## config.mk

```make
export PLATFORM = sky130hd
export DESIGN_NAME = data_mem_responder
export DESIGN_NICKNAME = d
export VERILOG_FILES = /design/src/rtl/data_mem_responder.sv
export SDC_FILE = /design/constraint.sdc
export NUM_CORES = 2
export LEC_CHECK = 0
export CAP_MARGIN = 30
export CORE_MARGIN = 2
export CORE_UTILIZATION = 52
export CTS_BUF_LIST = sky130_fd_sc_hd__clkbuf_16
export DETAILED_ROUTE_END_ITERATION = 8
export DONT_BUFFER_PORTS = 1
export PLACE_DENSITY = 0.77
export SYNTH_ARGS = -nofsm -noshare
export SYNTH_HDL_FRONTEND = slang
export SYNTH_SLANG_ARGS = --single-unit
```

## constraint.sdc

```tcl
create_clock -name clk -period 11.03 [get_ports clk]
set_clock_uncertainty 0.15 [all_clocks]
set_input_delay 2.206 -clock clk [delete_from_list [all_inputs] [get_ports clk]]
set_output_delay 2.206 -clock clk [all_outputs]
set_load 0.1 [all_outputs]
```

## src/rtl/data_mem_responder.sv

```systemverilog
// data_mem_responder
// Memory-side responder for a single-cycle CPU data port. Holds a word-addressed
// data RAM with combinational read, plus a small MMIO window: a free-running
// cycle counter, an accepted-RAM-write counter and a sticky done/result register
// that a program writes to announce completion and hand back its result.

module data_mem_responder #(
    parameter int unsigned ADDR_BITS   = 6,
    parameter logic [31:0] DONE_ADDR   = 32'hFFFF_FFF0,
    parameter logic [31:0] CYCLE_ADDR  = 32'hFFFF_FFF4,
    parameter logic [31:0] WCOUNT_ADDR = 32'hFFFF_FFF8
) (
    input  logic        clk,
    input  logic        reset,
    input  logic [31:0] address_to_mem,
    input  logic [31:0] data_to_mem,
    input  logic        write_enable,
    output logic [31:0] data_from_mem,
    output logic        done,
    output logic [31:0] result
);

    // RAM geometry: DEPTH words, byte addresses 0 .. RAM_LIMIT-1.
    localparam int unsigned DEPTH     = 1 << ADDR_BITS;
    localparam logic [31:0] RAM_LIMIT = 32'(4 * DEPTH);
    localparam logic [31:0] ALL_ONES  = 32'hFFFF_FFFF;

    // Which target the current address selects.
    typedef enum logic [2:0] {
        SEL_RAM    = 3'd0,
        SEL_DONE   = 3'd1,
        SEL_CYCLE  = 3'd2,
        SEL_WCOUNT = 3'd3,
        SEL_NONE   = 3'd4
    } sel_e;

    // Full 32-bit decode; RAM wins over MMIO because the windows never overlap.
    function automatic sel_e decode_addr(input logic [31:0] addr);
        sel_e sel;
        if (addr < RAM_LIMIT) begin
            sel = SEL_RAM;
        end else if (addr == DONE_ADDR) begin
            sel = SEL_DONE;
        end else if (addr == CYCLE_ADDR) begin
            sel = SEL_CYCLE;
        end else if (addr == WCOUNT_ADDR) begin
            sel = SEL_WCOUNT;
        end else begin
            sel = SEL_NONE;
        end
        return sel;
    endfunction

    // Increment that sticks at all-ones instead of wrapping.
    function automatic logic [31:0] sat_inc(input logic [31:0] value);
        logic [31:0] next_value;
        if (value == ALL_ONES) begin
            next_value = value;
        end else begin
            next_value = value + 32'd1;
        end
        return next_value;
    endfunction

    // Storage and state.
    logic [31:0]          r_mem [DEPTH];
    logic                 r_done;
    logic [31:0]          r_result;
    logic [31:0]          r_cycle_cnt;
    logic [31:0]          r_wcount;

    // Decode and write-qualification wires.
    sel_e                 w_sel;
    logic [ADDR_BITS-1:0] w_idx;
    logic                 w_accept;
    logic                 w_ram_we;
    logic                 w_done_we;
    logic [31:0]          w_rdata;

    assign w_sel  = decode_addr(address_to_mem);
    assign w_idx  = address_to_mem[ADDR_BITS+1:2];

    // Once done is raised every write is dropped until the next reset.
    assign w_accept  = write_enable & ~r_done;
    assign w_ram_we  = w_accept & (w_sel == SEL_RAM);
    assign w_done_we = w_accept & (w_sel == SEL_DONE);

    // RAM write port; contents survive reset, but no write lands while reset is high.
    always_ff @(posedge clk) begin
        if (!reset && w_ram_we) begin
            r_mem[w_idx] <= data_to_mem;
        end
    end

    // Sticky completion flag and the result value that accompanied it.
    always_ff @(posedge clk or posedge reset) begin
        if (reset) begin
            r_done   <= 1'b0;
            r_result <= 32'h0;
        end else if (w_done_we) begin
            r_done   <= 1'b1;
            r_result <= data_to_mem;
        end else begin
            r_done   <= r_done;
            r_result <= r_result;
        end
    end

    // Free-running cycle counter; the edge that sets done still counts, then it freezes.
    always_ff @(posedge clk or posedge reset) begin
        if (reset) begin
            r_cycle_cnt <= 32'h0;
        end else if (!r_done) begin
            r_cycle_cnt <= r_cycle_cnt + 32'd1;
        end else begin
            r_cycle_cnt <= r_cycle_cnt;
        end
    end

    // Counts accepted RAM writes only; MMIO and unmapped writes leave it alone.
    always_ff @(posedge clk or posedge reset) begin
        if (reset) begin
            r_wcount <= 32'h0;
        end else if (w_ram_we) begin
            r_wcount <= sat_inc(r_wcount);
        end else begin
            r_wcount <= r_wcount;
        end
    end

    // Zero-latency read mux; a same-cycle write to the word shows up only after the edge.
    always_comb begin
        w_rdata = 32'h0;
        case (w_sel)
            SEL_RAM:    w_rdata = r_mem[w_idx];
            SEL_DONE:   w_rdata = r_result;
            SEL_CYCLE:  w_rdata = r_cycle_cnt;
            SEL_WCOUNT: w_rdata = r_wcount;
            SEL_NONE:   w_rdata = 32'h0;
            default:    w_rdata = 32'h0;
        endcase
    end

    assign data_from_mem = w_rdata;
    assign done          = r_done;
    assign result        = r_result;

endmodule
```

==> flow_metrics.env <==
export IMPL_grt_overflow=0
export IMPL_track_usage=0.2827
export IMPL_period_needed_ps=9469
export IMPL_ys_flop_type="edfxtp_1"
export IMPL_ys_top_cells_by_area="edfxtp_1 (74%), mux4_2 (13%), dfrtp_1 (2.9%), mux2i_1 (1.5%), mux2_2 (0.76%)"
export IMPL_nFillCells=10656
export IMPL_ys_types=61
export IMPL_p_leak_uw=0.02947
export IMPL_ys_ff_latch=2145
export IMPL_hold_violations=0
export IMPL_drive_gt1_frac=0.2526
export IMPL_critPathArrivalTime_ps=7110
export IMPL_clk_latency_ps=840
export IMPL_tritoncts="yes"
export IMPL_yosysTopAreaCell="edfxtp_1"
export IMPL_htree_num_levels=4
export IMPL_violations="slew limit"
export IMPL_hpwl_um=121800
export IMPL_synth_edf_count=2048
export IMPL_p_per_area_nw_per_um2=173.7
export IMPL_start_kind="input pin"
export IMPL_dp_cells=5884
export IMPL_synthToLayoutAreaGrowth_pct=11.80
export IMPL_via_per_inst=6.998
export IMPL_mostFrequentLayoutCell="edfxtp_1"
export IMPL_drtAntennaViolNets=0
export IMPL_synth_area_um2=83210
export IMPL_path_class="in2out"
export IMPL_cp_cell_sequence="nand2b_1, o22ai_1, a221oi_1, o221ai_1, or4_1, o22ai_4"
export IMPL_place_gp_congestion=0.8627
export IMPL_routed_wl_um=230800
export IMPL_pre_cts_slack_ps=3285
export IMPL_layout_cells_non_filler=6268
export IMPL_hold_buffers=0
export IMPL_fmax_ghz=0.1056
export IMPL_drt_iter0_drc=7878
export IMPL_synth_nets=3954
export IMPL_vdd_ir_drop_max_v=0.0001586
export IMPL_netlist_area_leader_share=0.7391
export IMPL_grt_pass1_vias=42711
export IMPL_dieArea_um2=163200
export IMPL_syn_area_per_cell_um2=21.42
export IMPL_syn_inst=3885
export IMPL_ys_seq_area_frac=0.7682
export IMPL_cts_setup_buffers=0
export IMPL_tightest_slew_ps=3282
export IMPL_cpLargestDelayFamily="simple AND/OR/NAND/NOR gates"
export IMPL_drv_cap=0
export IMPL_post_route_drc_count=0
export IMPL_finalMaxSlewViolations=815
export IMPL_grt_pass1_wl_um=321500
export IMPL_final_cell_mix="edfxtp_1 (2,048), mux4_2 (487), clkbuf_16 (206), mux2i_1 (127), buf_4 (123)"
export IMPL_finalSetupViolations=0
export IMPL_worst_slack_ps=1561
export IMPL_crit_fanout=515
export IMPL_cpPeakStageDelay_ps=1510
export IMPL_slew_headroom=-1.188
export IMPL_wl_per_cell_um=36.82
export IMPL_root_buffer="clkbuf_16"
export IMPL_grt_max_degree=594
export IMPL_post_cts_resized=0
export IMPL_numCtsBuffers=202
export IMPL_pin_count=132
export IMPL_status="finished with violations"
export IMPL_setup_tns_ps=0
export IMPL_yosys_warnings=0
export IMPL_start_util=0.5248
export IMPL_power_uw=16160
export IMPL_vias=43864
export IMPL_io_buffers=0
export IMPL_critPathRequiredTime_ps=8670
export IMPL_core_rowCount=146
export IMPL_clk_pin_slew_ps=60
export IMPL_cp_slowest_cell="nand2b_1"
export IMPL_hp_class="reg2reg"
export IMPL_antenna_found_initial=16
export IMPL_nets=4094
export IMPL_critPathCaptureType="primary output"
export IMPL_synthArstFlopShare=0.04522
export IMPL_rsz0062_at_grt="no"
export IMPL_period_share=0.8585
export IMPL_crit_buf_inv=0
export IMPL_die_w_um=404.0
export IMPL_reg2reg_setup_slack_ps=6490
export IMPL_clock_sinks=2145
export IMPL_ctsLongestPathBuffers=3
export IMPL_core_area_um2=158600
export IMPL_dr_pass1_iters=6
export IMPL_die_h_um=404.0
-- power breakdown --
part	leakage (uW)	total [uW]	internal [uW]	switching [uW]
Clock	0.00330	6790	3810	2970
Sequential	0.0197	8910	8910	0.00421
Combinational	0.00643	458	254	204
Total	0.0295	16200	13000	3180
-- layer usage --
| metal | track usage | routed length (um) | vias to the layer above |
|---|---|---|---|
| met4 | 0.1142 | 10590 | 6 |
| met1 | 0.3752 | 78370 | 22701 |
| met3 | 0.09852 | 35250 | 624 |
| met5 | 0 | 40 | - |
| li1 | - | - | 16602 |
| met2 | 0.4315 | 106500 | 3931 |
-- cells by family (layout without fill, tap and decap cells) --
logic type,after synthesis,in the layout,share of synthesized area
flops,2145,2145,0.7682
mux,672,672,0.1553
simple gates,450,450,0.02573
compound gates,338,338,0.02836
buf+inv,218,526,0.01576
xor+xnor,60,60,0.006315
fa+ha+maj,2,2,0.0003007
other cells,0,3,0
-- layout make-up --
| cell class | count | area [um^2] | share of cell area |
|---|---|---|---|
| Sequential cell | 2145 | 63930 | 0.6872 |
| Multi-Input combinational cell | 1522 | 18600 | 0.2000 |
| Clock buffer | 206 | 5155 | 0.05541 |
| Tap cell | 2072 | 2592 | 0.02787 |
| Timing Repair Buffer | 147 | 1449 | 0.01557 |
| Clock inverter | 166 | 1264 | 0.01358 |
| Inverter | 7 | 31.28 | 0.0003362 |
| Antenna cell | 3 | 7.507 | 0.00008070 |
-- flip-flops by register name (all words and copies together), names as in the netlist --
name and flops:
done 1, r_wcount 32, r_mem 2048, result 32
r_cycle_cnt 32
-- path summary, 6_finish.rpt --
path | from | endpoint | cells after the start
max in group asynchronous | reset | result[11] | 3
setup reg to reg | done | r_mem[57][22] | 7
hold / removal | r_cycle_cnt[31] | r_cycle_cnt[31] | 1
hold reg to reg | r_cycle_cnt[31] | r_cycle_cnt[31] | 1
setup / recovery | address_to_mem[3] | data_from_mem[27] | 6
min in group asynchronous | reset | result[3] | 1
-- cells in the mapped netlist, types with 14 or more instances --
cell type  instances
mux2i_1          127
nor3_1            19
o21ai_0           47
nor2_1           142
o221ai_1          18
a22oi_1           53
nand3_1           54
nand4_1           24
a32o_1            14
a211oi_1          20
o22ai_1           77
a21oi_1           31
nor2b_1           19
nor4_1            16
buf_4             27
xnor2_1           51
clkbuf_1          83
dfrtp_1           97
buf_2             45
buf_1             15
buf_6             35
nand2_1          116
mux4_2           487
mux2_2            56
a221oi_1          22
edfxtp_1        2048
-- worst register-to-register path: stages, from the launching register on --
cell,delay (ps)
dfrtp_1,440
buf_6,170
nand2b_1,250
or3_1,600
nor3b_1,490
nand2_1,620
nor2_4,940
buf_4,500
-- per-stage QoR --
step | utilization | area (um^2) | hold slack [ps]
5_1_grt | 0.5867 | 93020 | 363.7
4_1_cts | 0.5861 | 92930 | 331.8
2_1_floorplan | - | 83210 | 295.2
3_5_place_dp | 0.5456 | 86510 | 320.2
3_3_place_gp | 0.5426 | 86030 | 314.0
6_report | 0.5867 | 93030 | 331.6
(Power assumes the default switching activity.)
